===== config.mk =====
export PLATFORM = sky130hd
export DESIGN_NAME = full_adder_4
export DESIGN_NICKNAME = d
export VERILOG_FILES = /design/src/rtl/full_adder_4_pkg.sv /design/src/rtl/full_adder_1bit.sv /design/src/rtl/full_adder_4.sv
export SDC_FILE = /design/constraint.sdc
export NUM_CORES = 1
export LEC_CHECK = 0
export BUFFER_PORTS_ARGS = -buffer_cell sky130_fd_sc_hd__buf_4
export CORE_AREA = 5 5 42 44
export DETAILED_ROUTE_END_ITERATION = 12
export DIE_AREA = 0 0 47 49
export MAX_ROUTING_LAYER = met4
export SLEW_MARGIN = 20
export SYNTH_ARGS = -nofsm -noshare
export SYNTH_HDL_FRONTEND = slang
export SYNTH_SLANG_ARGS = --single-unit

===== constraint.sdc =====
create_clock -name clk -period 3.2 [get_ports clk]
set_clock_uncertainty 0.1 [all_clocks]
set_input_delay 0.8 -clock clk [delete_from_list [all_inputs] [get_ports clk]]
set_output_delay 0.8 -clock clk [all_outputs]
set_load 0.01 [all_outputs]

===== src/rtl/full_adder_4_pkg.sv =====
// rtl/full_adder_4_pkg.sv - shared constants for the registered ripple-carry adder
package full_adder_4_pkg;

  // Default operand width of the adder datapath
  localparam int FA_WIDTH = 4;

endpackage


===== src/rtl/full_adder_1bit.sv =====
// rtl/full_adder_1bit.sv - one-bit combinational full adder cell
module full_adder_1bit (
  input  logic a,
  input  logic b,
  input  logic c_in,
  output logic sum,
  output logic c_out
);

  logic a_xor_b;

  // Propagate term is shared by the sum and the carry logic
  always_comb begin
    a_xor_b = a ^ b;
    sum     = a_xor_b ^ c_in;
    c_out   = (a & b) | (c_in & a_xor_b);
  end

endmodule


===== src/rtl/full_adder_4.sv =====
// rtl/full_adder_4.sv - ripple-carry adder with registered {carry,sum} result
module full_adder_4
  import full_adder_4_pkg::*;
#(
  parameter int WIDTH = FA_WIDTH
) (
  input  logic             clk,
  input  logic             rst_n,
  input  logic [WIDTH-1:0] a,
  input  logic [WIDTH-1:0] b,
  input  logic             c_in,
  output logic [WIDTH-1:0] sum,
  output logic             carry
);

  // Carry chain: chain[0] is the carry-in, chain[WIDTH] the carry-out
  logic [WIDTH:0]   chain;
  logic [WIDTH-1:0] sum_c;
  logic [WIDTH:0]   result_d;
  logic [WIDTH:0]   result_q;

  assign chain[0] = c_in;

  for (genvar i = 0; i < WIDTH; i++) begin : g_bit
    full_adder_1bit u_bit (
      .a     (a[i]),
      .b     (b[i]),
      .c_in  (chain[i]),
      .sum   (sum_c[i]),
      .c_out (chain[i+1])
    );
  end

  // Full-width result of the combinational chain, carry in the MSB
  always_comb begin
    result_d = {chain[WIDTH], sum_c};
  end

  // Output register; reset wins over the operand update at the same edge
  always_ff @(posedge clk) begin
    if (!rst_n) begin
      result_q <= '0;
    end else begin
      result_q <= result_d;
    end
  end

  assign sum   = result_q[WIDTH-1:0];
  assign carry = result_q[WIDTH];

endmodule


==> run_results.csv <==
group,metric,value,unit
yosys,syn-cell-area,248,sq um
detailed_routing,drtIter0Drc,0,
clocking,ctsResizeCount,0,
detailed_routing,drt_wl_total,420,microns
worst_setup_path,path_max_fanout,1,
clocking,cts_buffer_depth,2,
clocking,htree_levels,1,
worst_setup_path,startpoint_type,"input pin",
cells_and_area,multi_input_area,121,sq um
global_route,grt_remaining_overflow,0,
cells_and_area,drive_above_1_share,57.5,%
clocking,cts_hold_buffers,0,
yosys,synth.distinct_cells,5,
clocking,clockRootBuffer,"clkbuf_4",
global_route,grt_pass1_vias,203,
worst_setup_path,end_kind,"flip-flop",
floorplan,num_rows,14,
worst_hold_path,min_path_type,"input pin to flip-flop",
cells_and_area,final_cells,56,
timing,period_share,78.6,%
timing,slew_viol_final,0,
yosys,avgSynthCellArea,11.8,sq um
yosys,synthesis.nets,36,
global_route,grt_pass1_wl,690,microns
outcome,outcome,"complete, no violations",
timing,max_freq,0.398,GHz
power,power_leakage,0.219,nW
cells_and_area,final_common_cell,"buf_4",
cells_and_area,final_nets,56,
yosys,syn_inst,21,
detailed_routing,drc,0,
detailed_routing,wl_per_cell,7.50,microns
timing,worst_slew_pin_slew,0.0803,ns
floorplan,dieArea,2300,sq um
job,max_cap_violations,0,
timing,fin_setup_tns,0,ns
detailed_routing,met3_length,48,microns
timing,finalCriticalPeriod,2.52,ns
detailed_routing,met2_length,191,microns
floorplan,die_w,47,microns
floorplan,die_height,49,microns
worst_setup_path,critPathKind,"input pin to flip-flop",
worst_setup_path,arrival,2.60,ns
worst_setup_path,crit_end,"result_q[3]$_SDFF_PN0_",
worst_setup_path,cp-startpoint,"a[0]",
detailed_routing,top_layer,"met4",
power,peakVddDrop,85.6,uV
clocking,clock-sinks,5,
clocking,post_cts_buffers,0,
placed_design,dpl.hpwl,396,microns
timing,rsz0062_at_grt,"no",
detailed_routing,met1_length,161,microns
timing,setup_viol,0,
cells_and_area,n_antenna_cell,0,
global_route,track_usage,4.86,%
clocking,cts_buffers,3,
cells_and_area,largest-register,"result_q",
placed_design,io_buffers,15,
worst_hold_path,whs_path_depth,2,
cells_and_area,largest_register_ffs,5,
yosys,yosys_warnings,0,
clocking,cts.clk_slew.worst_paths,0.04,ns
timing,relSlewSlack,94.6,%
cells_and_area,area_growth,64.1,%
detailed_routing,drtPass1Iterations,1,
placed_design,place_inst,52,
cells_and_area,top_regs,"result_q: 5 flops",
yosys,ys_ff_latch,5,
timing,timing_hold_violations_final,0,
power,fin_total_pwr,183,uW
worst_setup_path,required,3.28,ns
detailed_routing,antenna_left,0,
clocking,cts_tree,"yes",
cells_and_area,fillCellCount,158,
power,p_per_area,450,nW/um^2
floorplan,core_area,1400,sq um
floorplan,initial_core_util,17.7,%
cells_and_area,final_cell_mix,"buf_4 (15), inv_1 (7), dfxtp_1 (5), fa_1 (4)",
floorplan,io_pins,16,
global_route,grt_max_degree,6,
yosys,ys_seq_area_share,40.4,%
global_route,antenna_found_initial,0,
detailed_routing,viasPerCell,3.34,
detailed_routing,num_vias,187,
cells_and_area,area.sequential,100,sq um
placed_design,gp_congestion,0.585,
-- power breakdown --
part | switching (mW) | internal (mW)
logic | 0.0157 | 0.0262
registers | 0.00164 | 0.0697
clock network | 0.0228 | 0.0469
-- layout make-up --
cell class                      instances  share of cell area, %
Multi-Input combinational cell          9                   29.8
Timing Repair Buffer                   15                   27.7
Sequential cell                         5                   24.6
Clock buffer                            4                   6.46
Inverter                                7                   6.46
Tap cell                               16                   4.92
-- cells by family (layout without fill, tap and decap cells) --
family	after synthesis	after routing	share of synthesized area, %
adder cells (fa/ha/maj)	4	4	32.3
flip-flops	5	5	40.4
AND/OR/NAND/NOR	5	5	16.7
buffers and inverters	7	26	10.6
-- worst max-delay path, cell delays in order --
cell     delay, ns
buf_4         0.11
inv_1         0.07
fa_1          0.16
inv_1         0.04
fa_1          0.37
fa_1          0.37
inv_1         0.08
fa_1          0.39
and2b_2       0.20
-- cells in the mapped netlist, drive strengths merged --
master	instances	area share, %
and2	2	6.1
and2b	3	11
dfxtp	5	40
fa	4	32
inv	7	11
-- routing by layer --
metal	global-route usage (%)	up-vias
met4	8.29	0
met2	4.75	13
met1	5.57	79
met5	-	-
li1	-	93
met3	1.11	2
-- through the flow --
step	hold slack [ns]	cell area, sq um	setup slack (ns)	util [%]
after floorplan	0.836	248	0.609	-
after global placement	0.948	380	0.438	27.1
after detailed placement	0.952	380	0.428	27.1
after CTS	0.704	407	0.675	29.0
after global routing	0.696	407	0.620	29.0
final	0.708	407	0.685	29.0
-- worst min path at each step --
stage                from                     end  slack [ns]
global placement    rst_n  result_q[1]$_SDFF_PN0_        0.95
detailed placement  rst_n  result_q[2]$_SDFF_PN0_        0.95
floorplan           rst_n  result_q[1]$_SDFF_PN0_        0.84
finish              rst_n  result_q[2]$_SDFF_PN0_        0.71
CTS                 rst_n  result_q[2]$_SDFF_PN0_        0.70
global route        rst_n  result_q[3]$_SDFF_PN0_        0.70
Note: power is estimated with default switching activity, not from simulation.
